## src/rtl/lb_regbank.sv

```systemverilog
// lb_regbank -- parametrised local-bus register bank.
//
// Every accepted command is echoed on the response channel exactly RDLAT
// cycles later. The bank holds three register classes, laid out from BASE:
//   [0, NRW)                    RW config registers with one-cycle write strobes
//   [NRW, NRW+NRO)              RO status registers, sampled from status_in
//   [NRW+NRO, NRW+NRO+NSTICKY)  sticky event registers, cleared on read
// Any other offset is unmapped and reads back UNMAPPED.
//
// Ports:
//   clk, rst    bus clock, asynchronous active-high reset
//   wvalid      command valid; one command per cycle, no backpressure
//   wctrl       command (WRITECMD / READCMD / anything else is echoed only)
//   waddr       word address
//   wdata       write data
//   rready      response valid, one cycle per accepted command
//   rctrl       echoed command
//   raddr       echoed address
//   rdata       read data for reads, echoed wdata otherwise
//   cfg_regs    flat RW register contents, reg i at [i*LBDWIDTH +: LBDWIDTH]
//   cfg_stb     per-register one-cycle write pulse
//   status_in   flat RO register values
//   sticky_set  flat per-bit set pulses for the sticky registers
module lb_regbank #(
  parameter int                              LBCWIDTH = 8,
  parameter int                              LBAWIDTH = 24,
  parameter int                              LBDWIDTH = 32,
  parameter logic [LBCWIDTH-1:0]             WRITECMD = 1,
  parameter logic [LBCWIDTH-1:0]             READCMD  = 0,
  parameter logic [LBAWIDTH-1:0]             BASE     = '0,
  parameter int                              NRW      = 8,
  parameter int                              NRO      = 4,
  parameter int                              NSTICKY  = 2,
  parameter int                              RDLAT    = 3,
  parameter logic [NRW*LBDWIDTH-1:0]         RW_RESET = '0,
  parameter logic [31:0]                     UNMAPPED = 32'hdeadbeef
) (
  input  logic                                         clk,
  input  logic                                         rst,
  input  logic                                         wvalid,
  input  logic [LBCWIDTH-1:0]                          wctrl,
  input  logic [LBAWIDTH-1:0]                          waddr,
  input  logic [LBDWIDTH-1:0]                          wdata,
  output logic                                         rready,
  output logic [LBCWIDTH-1:0]                          rctrl,
  output logic [LBAWIDTH-1:0]                          raddr,
  output logic [LBDWIDTH-1:0]                          rdata,
  output logic [NRW*LBDWIDTH-1:0]                      cfg_regs,
  output logic [NRW-1:0]                               cfg_stb,
  input  logic [(NRO>0 ? NRO : 1)*LBDWIDTH-1:0]        status_in,
  input  logic [(NSTICKY>0 ? NSTICKY : 1)*LBDWIDTH-1:0] sticky_set
);

  // Storage arrays need at least one element even when a class is empty.
  localparam int NST_S = (NSTICKY > 0) ? NSTICKY : 1;

  // ---------------------------------------------------------------------
  // Decode
  // ---------------------------------------------------------------------
  logic [LBAWIDTH-1:0] w_off;
  logic                w_is_wr;
  logic                w_is_rd;
  logic [NRW-1:0]      w_rw_hit;
  logic [NST_S-1:0]    w_st_hit;
  logic [LBDWIDTH-1:0] w_rd_data;
  logic [LBDWIDTH-1:0] w_resp_data;

  logic [LBDWIDTH-1:0] r_cfg    [NRW];
  logic [LBDWIDTH-1:0] r_sticky [NST_S];
  logic [NRW-1:0]      r_stb;

  // Offset wraps modulo 2^LBAWIDTH, so addresses below BASE land far out of
  // range and decode as unmapped.
  assign w_off   = waddr - BASE;
  assign w_is_wr = (wctrl == WRITECMD);
  assign w_is_rd = (wctrl == READCMD);

  always_comb begin
    w_rw_hit  = '0;
    w_st_hit  = '0;
    w_rd_data = LBDWIDTH'(UNMAPPED);
    for (int unsigned i = 0; i < NRW; i++) begin
      if (w_off == LBAWIDTH'(i)) begin
        w_rw_hit[i] = 1'b1;
        w_rd_data   = r_cfg[i];
      end
    end
    for (int unsigned i = 0; i < NRO; i++) begin
      if (w_off == LBAWIDTH'(NRW + i)) begin
        w_rd_data = status_in[i*LBDWIDTH +: LBDWIDTH];
      end
    end
    for (int unsigned i = 0; i < NSTICKY; i++) begin
      if (w_off == LBAWIDTH'(NRW + NRO + i)) begin
        w_st_hit[i] = 1'b1;
        w_rd_data   = r_sticky[i];
      end
    end
  end

  // Reads return pre-update state; everything else echoes wdata.
  assign w_resp_data = w_is_rd ? w_rd_data : wdata;

  // ---------------------------------------------------------------------
  // Register state
  // ---------------------------------------------------------------------
  always_ff @(posedge clk or posedge rst) begin
    if (rst) begin
      for (int unsigned i = 0; i < NRW; i++) begin
        r_cfg[i] <= RW_RESET[i*LBDWIDTH +: LBDWIDTH];
      end
      for (int unsigned i = 0; i < NST_S; i++) begin
        r_sticky[i] <= '0;
      end
      r_stb <= '0;
    end else begin
      r_stb <= '0;
      for (int unsigned i = 0; i < NRW; i++) begin
        if (wvalid && w_is_wr && w_rw_hit[i]) begin
          r_cfg[i] <= wdata;
          r_stb[i] <= 1'b1;
        end
      end
      // Clear-on-read is applied first so a coincident set pulse survives.
      for (int unsigned i = 0; i < NSTICKY; i++) begin
        r_sticky[i] <= ((wvalid && w_is_rd && w_st_hit[i]) ? '0 : r_sticky[i])
                       | sticky_set[i*LBDWIDTH +: LBDWIDTH];
      end
    end
  end

  always_comb begin
    cfg_regs = '0;
    for (int unsigned i = 0; i < NRW; i++) begin
      cfg_regs[i*LBDWIDTH +: LBDWIDTH] = r_cfg[i];
    end
  end

  assign cfg_stb = r_stb;

  // ---------------------------------------------------------------------
  // Response pipeline
  // ---------------------------------------------------------------------
  logic                r_pv [RDLAT];
  logic [LBCWIDTH-1:0] r_pc [RDLAT];
  logic [LBAWIDTH-1:0] r_pa [RDLAT];
  logic [LBDWIDTH-1:0] r_pd [RDLAT];

  // Payload of a stage only loads when a valid entry moves into it, so the
  // last stage (the response outputs) holds its value while rready is low.
  always_ff @(posedge clk or posedge rst) begin
    if (rst) begin
      for (int unsigned k = 0; k < RDLAT; k++) begin
        r_pv[k] <= 1'b0;
        r_pc[k] <= '0;
        r_pa[k] <= '0;
        r_pd[k] <= '0;
      end
    end else begin
      r_pv[0] <= wvalid;
      if (wvalid) begin
        r_pc[0] <= wctrl;
        r_pa[0] <= waddr;
        r_pd[0] <= w_resp_data;
      end
      for (int unsigned k = 1; k < RDLAT; k++) begin
        r_pv[k] <= r_pv[k-1];
        if (r_pv[k-1]) begin
          r_pc[k] <= r_pc[k-1];
          r_pa[k] <= r_pa[k-1];
          r_pd[k] <= r_pd[k-1];
        end
      end
    end
  end

  assign rready = r_pv[RDLAT-1];
  assign rctrl  = r_pc[RDLAT-1];
  assign raddr  = r_pa[RDLAT-1];
  assign rdata  = r_pd[RDLAT-1];

endmodule

```

## config.mk

```make
export PLATFORM = sky130hd
export DESIGN_NAME = lb_regbank
export DESIGN_NICKNAME = d
export VERILOG_FILES = /design/src/rtl/lb_regbank.sv
export SDC_FILE = /design/constraint.sdc
export NUM_CORES = 1
export LEC_CHECK = 0
export ABC_AREA = 1
export CORE_UTILIZATION = 24
export CTS_CLUSTER_DIAMETER = 30
export DETAILED_ROUTE_END_ITERATION = 10
export GPL_TIMING_DRIVEN = 0
export SYNTH_ARGS = -nofsm -noshare
export SYNTH_HDL_FRONTEND = slang
export SYNTH_SLANG_ARGS = --single-unit
```

## constraint.sdc

```tcl
create_clock -name clk -period 18.1 [get_ports clk]
set_input_delay 3.62 -clock clk [delete_from_list [all_inputs] [get_ports clk]]
set_output_delay 3.62 -clock clk [all_outputs]
set_load 0.1 [all_outputs]
```

; ---- After elaboration in Yosys (flattened, before gate mapping)
; Cells that the tools add are included.
[totals]
register_bits = 523
latch_bits = 0
mem_bits_rw = 0
mem_bits_ro = 0
output_inout_bits = 329
mem_count = 0
[classes]
n_addsub = 0
n_mul = 0
div = 0
n_lt_le_gt_ge = 0
n_eq_ne = 14
n_shift = 0
muxes = 35
bitwise = 2
n_reduce_logical = 14
[ops]
columns = operator, n
row1 = 32-bit two-way mux, 17
row2 = "24-bit by 4-bit == test with 1-bit output, second input constant", 6
row3 = "24-bit by 3-bit == test with 1-bit output, second input constant", 4
row4 = 32-bit OR, 2
row5 = "24-bit by 2-bit == test with 1-bit output, second input constant", 2
row6 = "24-bit by 1-bit == test with 1-bit output, second input constant", 1
row7 = 24-bit zero test, 1
row8 = 1-bit two-way mux, 18
row9 = 1-bit logical AND, 12
row10 = "8-bit by 1-bit == test with 1-bit output, second input constant", 1
row11 = 8-bit zero test, 1

; ---- Depth between registers and ports, before layout
; Gate-level depths: netlist (run 1).
[depth]
word_depth = 16
depth_mapped = 19
mapped_depth_nobuf = 18

; ---- Worst setup path before layout (run 1)
; Ideal clock, no wire load.
[synth_timing]
kind = input port to flip-flop
startpoint = input port waddr[15]
endpoint = register r_pd[66] in the netlist's numbering
setup_time_ns = 0.122
t_arrival_ns = 5.083
required_time_ns = 17.978
setup_slack_ns = 12.895
cell_stages = 13
n_path_buf = 2
cell_sequence = nor2_1 > nand2_1 > nor2_2 > nand2_2 > buf_6 > nor2_4 > nand2_2 > clkbuf_1 > or2_2 > nand4_1 > nand2_1 > nand2_1 > a21oi_1
[synth_via]
elab_chain_len = 16
word_cells_on_any_way = 29
classes_between = eq/ne: 13 / mux: 15 / reduce/logical: 1
[synth_lines]
columns = element, line_no
row1 = from (decl), 42  ; input logic [LBAWIDTH-1:0] waddr,
row2 = 24-bit zero test, 83  ; if (w_off == LBAWIDTH'(i)) begin
row3 = 32-bit two-way mux (8 in series), 83
row4 = 32-bit two-way mux (4 in series), 89  ; if (w_off == LBAWIDTH'(NRW + i)) begin
row5 = 32-bit two-way mux, 94  ; if (w_off == LBAWIDTH'(NRW + NRO + i)) begin
row6 = 32-bit two-way mux *, 94
row7 = 32-bit two-way mux *, 102  ; assign w_resp_data = w_is_rd ? w_rd_data : wdata;
row8 = "to (signal, indexed assignment)", 171  ; r_pd[k] <= r_pd[k-1];
row9 = to (decl), 147  ; logic [LBDWIDTH-1:0] r_pd [RDLAT];
; Mark *: on every way between the ends. The rest lies on a longest branch, timed or not.
; A chain may end at the register's enable or synchronous reset.

; ---- Final worst setup path (run 1)
[layout_timing]
startpoint = input port wvalid
endpoint = register r_cfg (netlist bit cfg_regs[45])
[layout_via]
elab_chain_len = 2
[layout_lines]
columns = element, line_no
row1 = from (decl), 40  ; input logic wvalid,
row2 = 1-bit logical AND (2 in series), 119  ; if (wvalid && w_is_wr && w_rw_hit[i]) begin
row3 = "to (signal, indexed assignment)", 110  ; r_cfg[i] <= RW_RESET[i*LBDWIDTH +: LBDWIDTH];
row4 = "to (signal, indexed assignment)", 120  ; r_cfg[i] <= wdata;
row5 = to (decl), 68  ; logic [LBDWIDTH-1:0] r_cfg [NRW];
; No other way between the ends.

==> reports/qor.csv, run 1 <==
stage,metric,value,unit
synth,"count leader, synth",nand2_1,
worst_setup_path,largest fanout on the critical path,10,
power,PD cells,115,mW/mm2
placement,dpl ws,10.72,ns
finish,Multi-input gate area,0.00857,mm2
synth,Synth Area in Simple Gates,0.223,
floorplanning,Die ar.,0.102,mm2
synth,Post-synth EDFFs,0,
synth,post-synthesis adder-cell area fraction,0,
synth,Synth Area per Inst,8.27,um2
hold_path,hold path depth,0,
hold_path,Hold EP,r_pv[1],
run,Max Cap Viol,0,
power,Clock power frac,0.610,
synth,share of the synthesized area in the top cell type,0.544,
routing,WL final,129000,um
clocking,CTS HTree Levels,4,
routing,Antenna Nets Post-Route,0,
finish,layout cell share with drive strength beyond 1,0.119,
floorplanning,initial core utilization,0.244,
synth,Mapped Area,0.0241,mm2
synth,Syn Inst Count,2910,
synth,Synth async-reset ratio,1.00,
clocking,CTS tree,built,
clocking,worst skew pair latency,0.74,ns
power,combinational fraction of design power,0.096,
global_route,number of global-route vias before repair,24000,
routing,via count,23900,
clocking,Sink Count,523,
clocking,Worst-path clk slew,0.04,ns
worst_setup_path,CP Capture Type,flop,
synth,Post-synth top cells,"744 x nand2_1, 523 x dfrtp_1, 329 x inv_1",
synth,syn nets,3169,
floorplanning,core area,0.0989,mm2
power,switching share of power,0.264,
power,internal power,3110,uW
worst_setup_path,r2r startpoint,r_pv[2],
synth,register area share after synthesis,0.544,
placement,DPL Wire Length,104000,um
sta,# setup viols final,0,
hold_path,worst min path class,flop to flop,
sta,clk_skew,0.0366,ns
worst_setup_path,reg2reg setup slack,15.63,ns
routing,drt first pass iters,6,
synth,"Top FF cell, synth",dfrtp_1,
routing,Via-to-Cell Ratio,4.72,
synth,Synth Area in XOR/XNOR,0,
synth,largest family of logic cells by synthesized area,simple AND/OR/NAND/NOR gates,
floorplanning,io pins,588,
synth,multiplexer area fraction after synthesis,0,
power,NetSw,1120,uW
sta,worst slew pin tran,1.42,ns
sta,Relative slew margins,0.0464,
worst_setup_path,r2r worst-path depth,5,
routing,average wire per standard cell,25.5,um
routing,DRC viols,0,
power,Leakage,0.0170,uW
synth,register bit count reported by yosys,523,
finish,Layout area overhead,53.4,%
global_route,initial antenna violation count,9,
global_route,first-pass GRT wire length,180000,um
floorplanning,row count,115,
synth,synth unique cells,35,
worst_setup_path,CP Launch Type,input pin,
finish,Fillers,10100,
sta,Final Hold Vio Count,0,
worst_setup_path,crit path DAT,7.31,ns
clocking,clock root buffer,clkbuf_16,
clocking,Clock Tree Buf Depth,3,
placement,Port Buffer Count,587,
status,status,"finished, final reports clean",
clocking,# hold bufs at CTS,0,
synth,post-synth top area cell,dfrtp_1,
global_route,All-Layer GR Usage,0.251,
worst_setup_path,Worst Path Required,18.67,ns
synth,largest cells by area after synthesis,"dfrtp_1 54%, nand2_1 12%, o21ai_0 6.5%, inv_1 5.1%, a21oi_1 3.9%",
power,Seq pwr share,0.294,
sta,"Slew Viols, Final",0,
finish,Total Nets Final,3918,
sta,final worst-path setup slack,11.36,ns
clocking,post-CTS setup buffer count,0,
clocking,CTS resizes,0,
sta,Final Cycle Share,0.372,
global_route,largest net degree at the start of global routing,41,
sta,RSZ-0062 raised after global routing,no,
sta,fmax,148,MHz
clocking,Num CTS Buffers,144,
synth,Synth Area in Compound Gates,0.132,
global_route,GRT overflow,0,
power,VDD IR max,59.7,uV
routing,Initial DRC Count,2161,
finish,final core utilization,0.374,
sta,setup TNS,0,ns
floorplanning,Die Wd,319,um
finish,sequential cell area,0.0131,mm2
synth,synth warn,0,
hold_path,hold wc startpoint,r_pv[2],
worst_setup_path,WS Path Type,input pin to flop,
sta,final worst path period need,6.74,ns
floorplanning,die height,319,um
placement,routability congestion estimate from global placement,0.983,
worst_setup_path,RR Endpoint,r_pd[42],
-- layout by cell type (no fill, tap or decap), types with 7 or more instances in the layout --
master,n
or2_1,8
inv_1,328
o21bai_1,65
bufinv_16,14
clkinv_16,8
nor2_2,7
nand4_1,100
or2_2,30
buf_4,69
o21ai_1,32
a21oi_1,190
buf_12,14
o21ai_0,311
nand3_1,20
nor3_1,9
clkinv_2,33
clkbuf_1,117
nand2_1,744
clkbuf_8,22
inv_2,13
clkinvlp_4,9
clkbuf_16,144
nor2_1,235
nand3b_1,22
or2_0,14
clkdlybuf4s50_1,587
dfrtp_1,523
buf_2,39
nand2_2,7
-- cells by family (layout without fill, tap and decap cells) --
kind of cell	after synthesis	after routing
other	0	5
buffers and inverters	557	1421
DFF	523	523
and+or+nand+nor	1228	1228
AOI/OAI and AO/OA	602	602
-- power groups by stage --
stage	Combinational, uW	Clock, uW	Sequential [uW]
after floorplan	248	0	1260
after global placement	397	0	1260
after detailed placement	407	0	1260
after CTS	409	2610	1240
after global routing	430	2680	1250
final	406	2580	1240
-- cell type report --
cell class | instances | area share
clock buffers | 187 | 0.108
inverters | 343 | 0.0350
multi-input cells | 1830 | 0.232
repair buffers | 603 | 0.168
flip-flops and latches | 523 | 0.354
clock inverters | 74 | 0.0280
plain buffers | 214 | 0.0309
well taps | 1287 | 0.0436
diodes | 5 | 0.000339
-- metrics by stage --
stage	total power, uW	hold WS [ns]	std cells	instance area, um2
after floorplan	1500	0.370	2910	24100
final	4230	0.382	5066	36900
after detailed placement	1670	0.383	4800	31900
after global placement	1660	0.383	4784	31600
after global routing	4360	0.412	5061	36900
after CTS	4260	0.385	5061	36900
-- sequential cells by signal (all words and copies together) (netlist names) --
signal    flops
cfg_regs    256
r_pd         64
r_sticky     64
r_pa         48
rdata        32
raddr        24
r_pc         16
cfg_stb       8
rctrl         8
r_pv          2
rready        1
-- worst max path at each step --
stage,end,startpoint,cells past startpoint
5_1_grt,r_pd[82],waddr[2],16
6_report,cfg_regs[45],wvalid,9
3_5_place_dp,cfg_regs[52],wvalid,9
4_1_cts,cfg_regs[41],wvalid,9
3_3_place_gp,r_sticky[12],rst,2
2_1_floorplan,cfg_regs[0],rst,1
-- per-layer routing --
layer / global-route usage / up-vias / routed length (um)
met4: 0.0973 / 10 / 4800
met2: 0.391 / 1190 / 58100
li1: - / 10800 / -
met5: 0 / - / 51
met3: 0.0840 / 236 / 12200
met1: 0.321 / 11700 / 54000
-- worst max-delay path: stages --
cell	delay, ns
clkdlybuf4s50_1	0.54
buf_2	0.28
inv_1	0.21
nor4_2	1.22
nand4_1	0.44
buf_2	0.36
clkbuf_1	0.37
nand2_1	0.15
o21ai_0	0.09
Power figures use the tool's default switching activity.
==> run 2: changes to the inputs <==
==> constraint.sdc (replaced) <==
create_clock -name clk -period 6.6 [get_ports clk]
set_input_delay 1.32 -clock clk [delete_from_list [all_inputs] [get_ports clk]]
set_output_delay 1.32 -clock clk [all_outputs]
set_load 0.1 [all_outputs]
==> results of run 2 <==
Same layout as run 1 (identical final DEF). Status: finished, final reports clean.
Among the figures that moved: setup slack after placement 10.72 ns -> 1.52 ns; setup slack after layout 11.36 ns -> 2.16 ns; register-to-register setup slack 15.63 ns -> 4.13 ns; total power 4230 uW -> 11600 uW; worst IR drop on VDD 59.7 uV -> 164 uV
==> run 3: changes to the inputs <==
==> constraint.sdc (replaced) <==
create_clock -name clk -period 3.9 [get_ports clk]
set_input_delay 0.78 -clock clk [delete_from_list [all_inputs] [get_ports clk]]
set_output_delay 0.78 -clock clk [all_outputs]
set_load 0.1 [all_outputs]
==> run 3 against run 2 <==
Against the previous run:
- clock-buffer cell count unchanged
- worst hold slack is essentially flat
- power grew 69%
- largest cell class unchanged
==> reports/qor.csv, run 3 (synthesized netlist as in run 1, its figures left out) <==
stage,metric,value,unit,change
status,status,"finished, final reports clean",,unchanged
routing,WL final,129000,um,about the same
power,Seq pwr share,0.294,,about the same
sta,"Slew Viols, Final",0,,unchanged
sta,final worst path period need,3.90,ns,
global_route,GRT overflow,0,,unchanged
sta,RSZ-0062 raised after global routing,no,,unchanged
worst_setup_path,CP max-delay cell,nor4_2,,unchanged
hold_path,Hold EP,r_pv[1],,unchanged
clocking,# hold bufs at CTS,0,,unchanged
floorplanning,row count,115,,unchanged
global_route,initial antenna violation count,9,,unchanged
routing,average wire per standard cell,25.5,um,about the same
worst_setup_path,CP max stage delay,1.22,ns,about the same
hold_path,hold wc startpoint,r_pv[2],,unchanged
worst_setup_path,largest fanout on the critical path,10,,unchanged
floorplanning,Die Wd,319,um,unchanged
clocking,Clock Tree Buf Depth,3,,unchanged
clocking,clock root buffer,clkbuf_16,,unchanged
finish,layout cell share with drive strength beyond 1,0.120,,was 0.119
floorplanning,core area,0.0989,mm2,unchanged
routing,drt first pass iters,6,,unchanged
power,PD cells,531,mW/mm2,was 314 mW/mm2
clocking,Num CTS Buffers,144,,unchanged
worst_setup_path,Worst Path Required,4.47,ns,was 7.17 ns
finish,fin area,0.0369,mm2,about the same
finish,"non-filler cells, final",5066,,unchanged
finish,final core utilization,0.374,,about the same
sta,fmax,257,MHz,
finish,Total Nets Final,3918,,unchanged
placement,DP Cell Count,4800,,unchanged
power,switching share of power,0.264,,about the same
power,internal power,14400,uW,was 8530 uW
run,Max Cap Viol,0,,unchanged
global_route,first-pass GRT wire length,180000,um,unchanged
floorplanning,Die ar.,0.102,mm2,unchanged
worst_setup_path,crit-path cells,clkdlybuf4s50_1 -> buf_2 -> inv_1 -> nor4_2 -> nand4_1 -> buf_2 -> clkbuf_1 -> nand2_1 -> o21ai_0,,unchanged
worst_setup_path,most frequent CP cell,buf_2,,unchanged
power,combinational fraction of design power,0.096,,about the same
clocking,CTS tree,built,,unchanged
clocking,Worst-path clk slew,0.04,ns,about the same
sta,Final Hold Vio Count,0,,unchanged
hold_path,hold path depth,0,,unchanged
worst_setup_path,r2r worst-path depth,5,,unchanged
global_route,largest net degree at the start of global routing,41,,unchanged
sta,# setup viols final,0,,unchanged
sta,Final Cycle Share,0.999,,
sta,worst slew pin tran,1.42,ns,unchanged
placement,routability congestion estimate from global placement,0.983,,unchanged
placement,Port Buffer Count,587,,unchanged
finish,Largest register FFs,256,,unchanged
worst_setup_path,WS Path Type,input pin to flop,,unchanged
placement,DPL Wire Length,104000,um,unchanged
power,Design Power,19600,uW,was 11600 uW
power,VDD IR max,277,uV,was 164 uV
floorplanning,initial core utilization,0.244,,unchanged
global_route,number of global-route vias before repair,24000,,unchanged
routing,via count,24000,,was 23900
finish,Layout area overhead,53.4,%,about the same
clocking,worst skew pair latency,0.74,ns,about the same
clocking,Sink Count,523,,unchanged
power,Clock power frac,0.610,,about the same
power,Leakage,0.0170,uW,about the same
routing,Antenna Nets Post-Route,0,,unchanged
hold_path,worst min path class,flop to flop,,unchanged
routing,Via-to-Cell Ratio,4.73,,was 4.72
finish,"most common cell after layout, fill and taps aside",nand2_1,,unchanged
sta,Relative slew margins,0.0464,,unchanged
worst_setup_path,crit path DAT,4.47,ns,was 5.01 ns
routing,DRC viols,0,,unchanged
worst_setup_path,r2r startpoint,r_pv[2],,unchanged
floorplanning,die height,319,um,unchanged
routing,Initial DRC Count,2158,,was 2161
worst_setup_path,CP Buf/Inv Count,5,,unchanged
worst_setup_path,reg2reg setup slack,1.43,ns,was 4.13 ns
finish,most frequent cells in the layout,"744 x nand2_1, 587 x clkdlybuf4s50_1, 523 x dfrtp_1",,unchanged
placement,placement-stage cell area,0.0319,mm2,unchanged
global_route,All-Layer GR Usage,0.251,,unchanged
worst_setup_path,RR Endpoint,r_pd[42],,unchanged
worst_setup_path,CP Capture Type,flop,,unchanged
clocking,CTS HTree Levels,4,,unchanged
worst_setup_path,CP Launch Type,input pin,,unchanged
sta,clk_skew,0.0366,ns,about the same
power,NetSw,5180,uW,was 3060 uW
floorplanning,io pins,588,,unchanged
worst_setup_path,"CP delay by family, top",simple AND/OR/NAND/NOR gates,,unchanged
-- run 3: cell type report --
type                       count  area (um2)
antenna                        5        12.5
buffer                       214        1140
clock buffer                 187        3990
clock inverter                74        1030
fill                       10100       61900
inverter                     343        1290
multi-input combinational   1830        8570
sequential                   523       13100
tap                         1287        1610
timing repair buffer         603        6190
-- run 3: worst max path at each step --
stage | from | endpoint | slack [ns] | depth (start not counted)
after detailed placement | wvalid | cfg_regs[52] | -0.64 | 9
after global placement | rst | r_sticky[12] | -8.02 | 2
final | wvalid | cfg_regs[45] | 0.003 | 9
after global routing | waddr[11] | r_pd[92] | 0.03 | 17
after CTS | wvalid | cfg_regs[41] | 0.12 | 9
after floorplan | rst | cfg_regs[0] | -3.99 | 1
-- run 3: power groups by stage --
stage	combinational [uW]	clock [uW]	sequential, uW
final	1880	12000	5780
after global routing	2000	12400	5800
after CTS	1900	12100	5780
after detailed placement	1890	0	5850
after global placement	1840	0	5860
after floorplan	1150	0	5830
-- run 3: layer usage --
metal | vias up | track usage | share of wire
met5 | - | 0 | 0.00039
met2 | 1202 | 0.391 | 0.45
met1 | 11700 | 0.321 | 0.42
met3 | 239 | 0.0840 | 0.096
met4 | 10 | 0.0973 | 0.037
li1 | 10800 | - | -
-- run 3: timing repair --
item | in CTS | in global routing
endpoints found under the hold margin | 0 | 0
setup endpoints to repair | 0 | 1
resized for setup | 0 | 1
setup buffers | 0 | 0
-- run 3: through the flow --
stage                     setup WS [ns]  setup TNS [ns]  hold WS, ns
after floorplan                   -3.99        -2084.78        0.370
after global placement            -8.02        -4202.18        0.383
after detailed placement         -0.635          -59.36        0.383
after CTS                         0.121               0        0.385
after global routing             0.0295               0        0.412
final                           0.00266               0        0.382
